$ cat src/rtl/junction_controller.sv
// Two-road junction light sequencer with pedestrian walk phase; optional night flash via JUNCTION_NIGHT_FLASH_EN.
// Latency: lamps and state are registered and change on the same edge; enable=0 freezes state and dwell counter.
module junction_controller #(
   parameter int unsigned GREEN_CYCLES     = 8,
   parameter int unsigned AMBER_CYCLES     = 2,
   parameter int unsigned RED_AMBER_CYCLES = 2,
   parameter int unsigned ALL_RED_CYCLES   = 1,
   parameter int unsigned WALK_CYCLES      = 6,
   parameter int unsigned CNT_W            = 8
) (
   input  logic       clk,
   input  logic       rst,
   input  logic       enable,
   input  logic       ped_req,
`ifdef JUNCTION_NIGHT_FLASH_EN
   input  logic       night,
`endif
   output logic       ns_red,
   output logic       ns_amber,
   output logic       ns_green,
   output logic       ew_red,
   output logic       ew_amber,
   output logic       ew_green,
   output logic       walk,
   output logic       ped_pending,
   output logic [3:0] state
);

   typedef enum logic [3:0] {
      ALLRED_NS = 4'd0,
      NS_RA     = 4'd1,
      NS_G      = 4'd2,
      NS_A      = 4'd3,
      ALLRED_EW = 4'd4,
      EW_RA     = 4'd5,
      EW_G      = 4'd6,
      EW_A      = 4'd7,
      WALK      = 4'd8,
      FLASH     = 4'd9
   } state_t;

   state_t           cur, nxt;
   logic [CNT_W-1:0] cnt, cnt_nxt;
   logic             flash, flash_nxt;
   logic             ped_nxt;
   logic [6:0]       lamps_q, lamps_nxt;
   logic             night_i;

`ifdef JUNCTION_NIGHT_FLASH_EN
   assign night_i = night;
`else
   assign night_i = 1'b0;
`endif

   // A dwell of 0 behaves as 1, so the loaded count never underflows.
   function automatic logic [CNT_W-1:0] load_of(input int unsigned d);
      return (d == 0) ? '0 : CNT_W'(d - 1);
   endfunction

   function automatic logic [CNT_W-1:0] dwell_of(input state_t s);
      case (s)
         NS_RA, EW_RA: return load_of(RED_AMBER_CYCLES);
         NS_G,  EW_G:  return load_of(GREEN_CYCLES);
         NS_A,  EW_A:  return load_of(AMBER_CYCLES);
         WALK:         return load_of(WALK_CYCLES);
         FLASH:        return load_of(AMBER_CYCLES);
         default:      return load_of(ALL_RED_CYCLES);
      endcase
   endfunction

   // Bit order: {ns_red, ns_amber, ns_green, ew_red, ew_amber, ew_green, walk}
   function automatic logic [6:0] decode(input state_t s, input logic f);
      case (s)
         NS_RA:   return 7'b110_100_0;
         NS_G:    return 7'b001_100_0;
         NS_A:    return 7'b010_100_0;
         EW_RA:   return 7'b100_110_0;
         EW_G:    return 7'b100_001_0;
         EW_A:    return 7'b100_010_0;
         WALK:    return 7'b100_100_1;
         FLASH:   return {1'b0, f, 1'b0, 1'b0, f, 1'b0, 1'b0};
         default: return 7'b100_100_0;
      endcase
   endfunction

   always_comb begin
      nxt       = cur;
      cnt_nxt   = cnt;
      flash_nxt = flash;
      case (cur)
         ALLRED_NS, NS_RA, NS_G, NS_A, ALLRED_EW, EW_RA, EW_G, EW_A, WALK: begin
            if (enable) begin
               if (cnt != '0) begin
                  cnt_nxt = cnt - CNT_W'(1);
               end else if (night_i) begin
                  nxt = FLASH;
               end else begin
                  case (cur)
                     ALLRED_NS: nxt = NS_RA;
                     NS_RA:     nxt = NS_G;
                     NS_G:      nxt = NS_A;
                     NS_A:      nxt = ALLRED_EW;
                     ALLRED_EW: nxt = EW_RA;
                     EW_RA:     nxt = EW_G;
                     EW_G:      nxt = EW_A;
                     EW_A:      nxt = ped_pending ? WALK : ALLRED_NS;
                     default:   nxt = ALLRED_NS;
                  endcase
               end
            end
         end
`ifdef JUNCTION_NIGHT_FLASH_EN
         FLASH: begin
            if (enable) begin
               if (!night_i) begin
                  nxt = ALLRED_NS;
               end else if (cnt != '0) begin
                  cnt_nxt = cnt - CNT_W'(1);
               end else begin
                  flash_nxt = ~flash;
                  cnt_nxt   = dwell_of(FLASH);
               end
            end
         end
`endif
         default: nxt = ALLRED_NS;
      endcase

      if (nxt != cur) begin
         cnt_nxt   = dwell_of(nxt);
         flash_nxt = 1'b1;
      end

      // Entering WALK clears the latch; requests arriving while in WALK are dropped.
      ped_nxt = ped_pending;
      if (cur != WALK) begin
         if (nxt == WALK)  ped_nxt = 1'b0;
         else if (ped_req) ped_nxt = 1'b1;
      end

      lamps_nxt = decode(nxt, flash_nxt);
   end

   always_ff @(posedge clk) begin
      if (rst) begin
         cur         <= ALLRED_NS;
         cnt         <= dwell_of(ALLRED_NS);
         flash       <= 1'b1;
         ped_pending <= 1'b0;
         lamps_q     <= 7'b100_100_0;
      end else begin
         cur         <= nxt;
         cnt         <= cnt_nxt;
         flash       <= flash_nxt;
         ped_pending <= ped_nxt;
         lamps_q     <= lamps_nxt;
      end
   end

   assign {ns_red, ns_amber, ns_green, ew_red, ew_amber, ew_green, walk} = lamps_q;
   assign state = cur;

endmodule
$ cat config.mk
export PLATFORM = sky130hd
export DESIGN_NAME = junction_controller
export DESIGN_NICKNAME = d
export VERILOG_FILES = /design/src/rtl/junction_controller.sv
export SDC_FILE = /design/constraint.sdc
export NUM_CORES = 1
export LEC_CHECK = 0
export BUFFER_PORTS_ARGS = -buffer_cell sky130_fd_sc_hd__clkbuf_2
export CAP_MARGIN = 20
export CORE_MARGIN = 2
export CORE_UTILIZATION = 30
export CTS_CLUSTER_SIZE = 20
export DETAILED_ROUTE_END_ITERATION = 8
export PLACE_DENSITY_LB_ADDON = 0.2
export SYNTH_ARGS = -nofsm -noshare
export SYNTH_HDL_FRONTEND = slang
export SYNTH_SLANG_ARGS = --single-unit
$ cat constraint.sdc
create_clock -name clk -period 2.3 [get_ports clk]
set_clock_uncertainty 0.05 [all_clocks]
set_input_delay 0.115 -clock clk [delete_from_list [all_inputs] [get_ports clk]]
set_output_delay 0.115 -clock clk [all_outputs]
set_load 0.1 [all_outputs]
==> Word level (Yosys, flattened, before mapping) <==
Memories as Yosys holds them, arrays and structs flattened.
Cells that the tools add are included.
{ "word_totals": {"ff_bits": 21, "mem_bits_ro": 48, "in_bits": 4, "output_inout_bits": 12, "elab_cells": 47, "memories": 1} }
{ "memory_table": {"columns": ["memory", "depth", "width", "read_ports", "rd_ports_with_merged_regs", "write_ports", "line", "source"], "rows": [
  ["(name not given)", 16, 3, 1, 0, 0, "61", "case (s)"]
]} }
{ "classes": {"add_sub_neg": 1, "eq_ne": 18, "n_mux": 13, "n_reduce_logical": 9} }
{ "op_table": {"columns": ["operator", "n"], "rows": [
  ["one-hot mux 7 bit (8 select lines)", 1],
  ["two-way mux 8 bit", 4],
  ["one-hot mux 4 bit (8 select lines)", 1],
  ["== test 4 x 3 -> 1 bit, second input constant", 7],
  ["== test 4 x 2 -> 1 bit, second input constant", 4],
  ["two-way mux 4 bit", 4],
  ["== test 4 bit, second input constant", 3],
  ["OR reduction 9 bit", 1],
  ["== test 4 x 1 -> 1 bit, second input constant", 2],
  ["nonzero test 2 bit", 4],
  ["nonzero test 8 bit", 1],
  ["subtractor 8 x 1 -> 8 bit, second input constant", 1],
  ["logical NOT 4 bit", 1],
  ["inequality test 4 bit", 1],
  ["inequality test 4 bit, second input constant", 1],
  ["two-way mux 1 bit", 3],
  ["AND reduction 3 bit", 1],
  ["AND reduction 2 bit", 1]
]} }

==> Depth between registers and ports, before layout <==
{ "logic_depth": {"depth_word": 8, "depth_mapped": 6, "ltp_nobuf": 6} }

==> Worst setup path after synthesis <==
No wires, ideal clock.
{ "synth_timing": {"path_kind": "register -> register", "start": "reg cur[2] (netlist: state[2])", "end": "reg ped_pending", "setup_ps": 128, "arrival_ps": 1954, "path_slack_ps": 168, "stages_incl_launch_ff": 5, "n_path_buf": 1, "path_cell_list": "dfxtp_1 -> clkbuf_1 -> nand2_1 -> or3_1 -> nor3b_1"} }
{ "synth_via": {"elab_chain_len": 8, "word_cells_on_any_way": 19, "classes_between": "eq/ne: 10; mux: 5; reduce/logical: 4"} }
{ "synth_rtl": {"columns": ["item", "line", "source"], "rows": [
  ["start: declaration", "42", "state_t cur, nxt;"],
  ["start signal: assignment", "152", "cur <= nxt;"],
  ["== test 4 x 3 -> 1 bit, or another cell as far along", "90, 98", null],
  ["one-hot mux 4 bit (8 select lines)", "98", "case (cur)"],
  ["two-way mux 4 bit", "93", "if (cnt != '0) begin"],
  ["two-way mux 4 bit", "92", "if (enable) begin"],
  ["two-way mux 4 bit", "90", "case (cur)"],
  ["== test 4 bit", "137", "if (nxt == WALK) ped_nxt = 1'b0;"],
  ["nonzero test 2 bit (no source line)", null, null],
  ["AND reduction 2 bit (no source line)", null, null],
  ["end signal: assignment", "155", "ped_pending <= ped_nxt;"],
  ["end: declaration", "25", "output logic ped_pending,"]
]} }
Several ways; a longest one is shown, not always the timed one.
A chain may end at the register's enable or synchronous reset.

==> Worst setup path in the final report <==
{ "layout_timing": {"start": "reg cnt[0]", "end": "reg cnt[2]"} }
{ "layout_via": {"elab_chain_len": 7, "word_cells_on_any_way": 15, "classes_between": "add/sub: 1; eq/ne: 1; mux: 7; reduce/logical: 5; memory: 1"} }
{ "layout_rtl": {"columns": ["item", "line", "source"], "rows": [
  ["start: declaration", "43", "logic [CNT_W-1:0] cnt, cnt_nxt;"],
  ["start signal: assignment", "147", "cnt <= dwell_of(ALLRED_NS);"],
  ["start signal: assignment", "153", "cnt <= cnt_nxt;"],
  ["branches (longest 7 deep; another with memory (16 x 3 bit))", null, null]
]} }
Parallel ways; which one is timed is not known. The select of a mux whose other input is x is not followed.

==> results.json <==
{
  "rows": 20,
  "clk_latency_ns": 0.30,
  "dp_slack_ns": 0.513,
  "r2r-start": "cnt[0]",
  "syn-num-nets": 113,
  "period_minus_slack_ns": 1.81,
  "drc": 0,
  "cts_made_buffers": 3,
  "slew_violations": 0,
  "end_kind": "register",
  "dr_total_vias": 815,
  "boundaryPins": 16,
  "drt_iter0_drc": 14,
  "crit_fanout": 5,
  "crit_required_ns": 2.46,
  "synth_ff_type": "dfxtp_1",
  "synthTopCellsByArea": "dfxtp_1 41%, nor2_1 4.2%, nand3_1 3.1%",
  "cts_sinks": 20,
  "cts_max_path_buffers": 2,
  "dpl_cell_area_sq_mm": 0.00108,
  "cts_setup_buffers": 0,
  "grt_pass1_wl_mm": 3.59,
  "cts-resized-gates": 0,
  "syn_to_final_growth_pct": 15.0,
  "fin_tns_setup_ns": 0,
  "port_buffers": 15,
  "hold_path_end": "lamps_q[0]",
  "die-area_sq_mm": 0.00375,
  "rr_worst_depth": 6,
  "r2r_end": "cnt[2]",
  "die_w_um": 61.2,
  "power.density_mw_per_mm2": 1140,
  "slew_headroom": 0.639,
  "hold_start": "rst",
  "yosysTopAreaCell": "dfxtp_1",
  "final_nets": 126,
  "synth-async-reset-ratio": 0,
  "h-tree-depth": 1,
  "grt_pass1_vias": 825,
  "crit_arrival_ns": 1.97,
  "fill_cells": 336,
  "synth_cells": 107,
  "synth_edf_count": 0,
  "status": "completed",
  "p_leak_nw": 0.426,
  "wl_mm": 2.00,
  "drv_cap": 0,
  "startpoint_type": "register",
  "grt_max_degree": 13,
  "design_area_sq_mm": 0.00113,
  "timing.final.crit_share": 0.786,
  "fmax_ghz": 0.553,
  "yosysTopAreaCellShare": 0.408,
  "multiInputGateArea_sq_um": 536,
  "ctsRootBufferMaster": "clkbuf_4",
  "finalSetupViolations": 0,
  "start_util": 0.319,
  "register_area_sq_um": 400,
  "n_antenna_cell": 0,
  "ys_top_cells_by_count": "20 x dfxtp_1, 11 x nor2_1, 6 x nand2_1, 6 x nand3_1",
  "post_synth_num_cell_types": 41,
  "coreArea_sq_mm": 0.00308,
  "holdPathStages": 2,
  "vias_per_cell": 5.00,
  "setup_ws_ns": 0.492,
  "dp_hpwl_mm": 1.50,
  "grt-ovfl-total": 0,
  "die_h_um": 61.2,
  "avgSynthCellArea_sq_um": 9.18,
  "finalHoldViolations": 0,
  "hold_path.class": "input port to register",
  "grtUsageTotal": 0.129,
  "cts_tree": "built",
  "drive_above_1_share": 0.227,
  "final_antenna_net_count": 0,
  "place_congestion": 0.878,
  "cts_hold_buf": 0,
  "clk_pin_slew_ns": 0.12,
  "firstDrtPassIters": 4,
  "rsz0062_at_grt": "false",
  "final_core_util": 0.367,
  "ir_drop_uv": 344,
  "path_class": "register to register",
  "synth_area_sq_um": 982,
  "synth_seq_cells": 20,
  "yosysMostFrequentCell": "dfxtp_1",
  "wl_per_cell_um": 12.3,
  "yosysSeqAreaShare": 0.408,
  "worst_slew_pin_slew_ns": 0.543,
  "antenna_found_initial": 0,
  "yosysWarnings": 0,
  "worst-r2r-setup-slack_ns": 0.49
}
[per-stage QoR]
step                      hold slack [ns]  instances  total power [mW]
after CTS                          0.0395        163              1.30
final                              0.0347        163              1.28
after detailed placement            0.377        159              1.01
after global placement              0.373        159              1.00
after floorplan                     0.268        107             0.927
after global routing               0.0423        163              1.38
[how the worst max path moves through the flow]
stage | startpoint | endpoint | depth (start not counted)
after floorplan | state[2] | ped_pending | 4
after global placement | cnt[0] | cnt[2] | 6
after detailed placement | cnt[0] | cnt[2] | 6
after CTS | cnt[0] | cnt[2] | 6
after global routing | cnt[1] | cnt[2] | 6
final | cnt[0] | cnt[2] | 6
[layout make-up]
class,count,share of cell area
multi-input cells,77,0.474
clock buffers,3,0.0199
inverters,3,0.00997
repair buffers,15,0.0664
flip-flops and latches,20,0.354
clock inverters,1,0.0266
well taps,44,0.0487
[metal layers]
metal  routed length, um  share of wire  GRT usage  up-vias
met3                  66          0.033     0.0336        2
met4                  19         0.0095     0.0652        0
li1                    -              -          -      407
met5                   0              0          0        -
met2                 968           0.48      0.191       13
met1                 946           0.47      0.173      393
[cell families after synthesis]
group	after synthesis	share of synthesized area
AND/OR/NAND/NOR	48	0.282
AO/OA/AOI/OAI	20	0.175
flip-flops	20	0.408
buffers and inverters	10	0.0471
XOR/XNOR	6	0.0535
adder cells (fa/ha/maj)	2	0.0255
multiplexers	1	0.0102
[critical path: stages, from the launching register on]
cell	delay, ns
dfxtp_1	0.37
inv_1	0.11
ha_1	0.19
or3b_2	0.48
o211ai_2	0.21
o21ai_0	0.12
o21ba_2	0.20
[power breakdown]
part / internal (mW) / switching [mW] / leakage [nW]
Clock: 0.176 / 0.115 / 0.0279
Sequential: 0.398 / 0.0723 / 0.163
Combinational: 0.190 / 0.333 / 0.235
[registers in the layout, summed over array words and instances, names as in the netlist]
signal,cells
lamps_q,7
cnt,8
ped_pending,1
state,4
[layout by cell type (no fill, tap or decap), types with 2 or more instances in the layout]
| master | instances |
|---|---|
| o21ai_0 | 3 |
| nor3_1 | 3 |
| clkbuf_2 | 15 |
| xor2_1 | 3 |
| nor2_1 | 11 |
| or3_1 | 3 |
| nand4_1 | 2 |
| nand2b_1 | 2 |
| o211ai_1 | 2 |
| xnor2_1 | 3 |
| nand3b_1 | 2 |
| a21oi_1 | 4 |
| nor2b_1 | 3 |
| nand3_1 | 6 |
| dfxtp_1 | 20 |
| nand2_1 | 6 |
| clkbuf_4 | 3 |
| nor3b_1 | 2 |
| ha_1 | 2 |
| inv_1 | 3 |
| nor4_1 | 2 |
(Power assumes the default switching activity.)
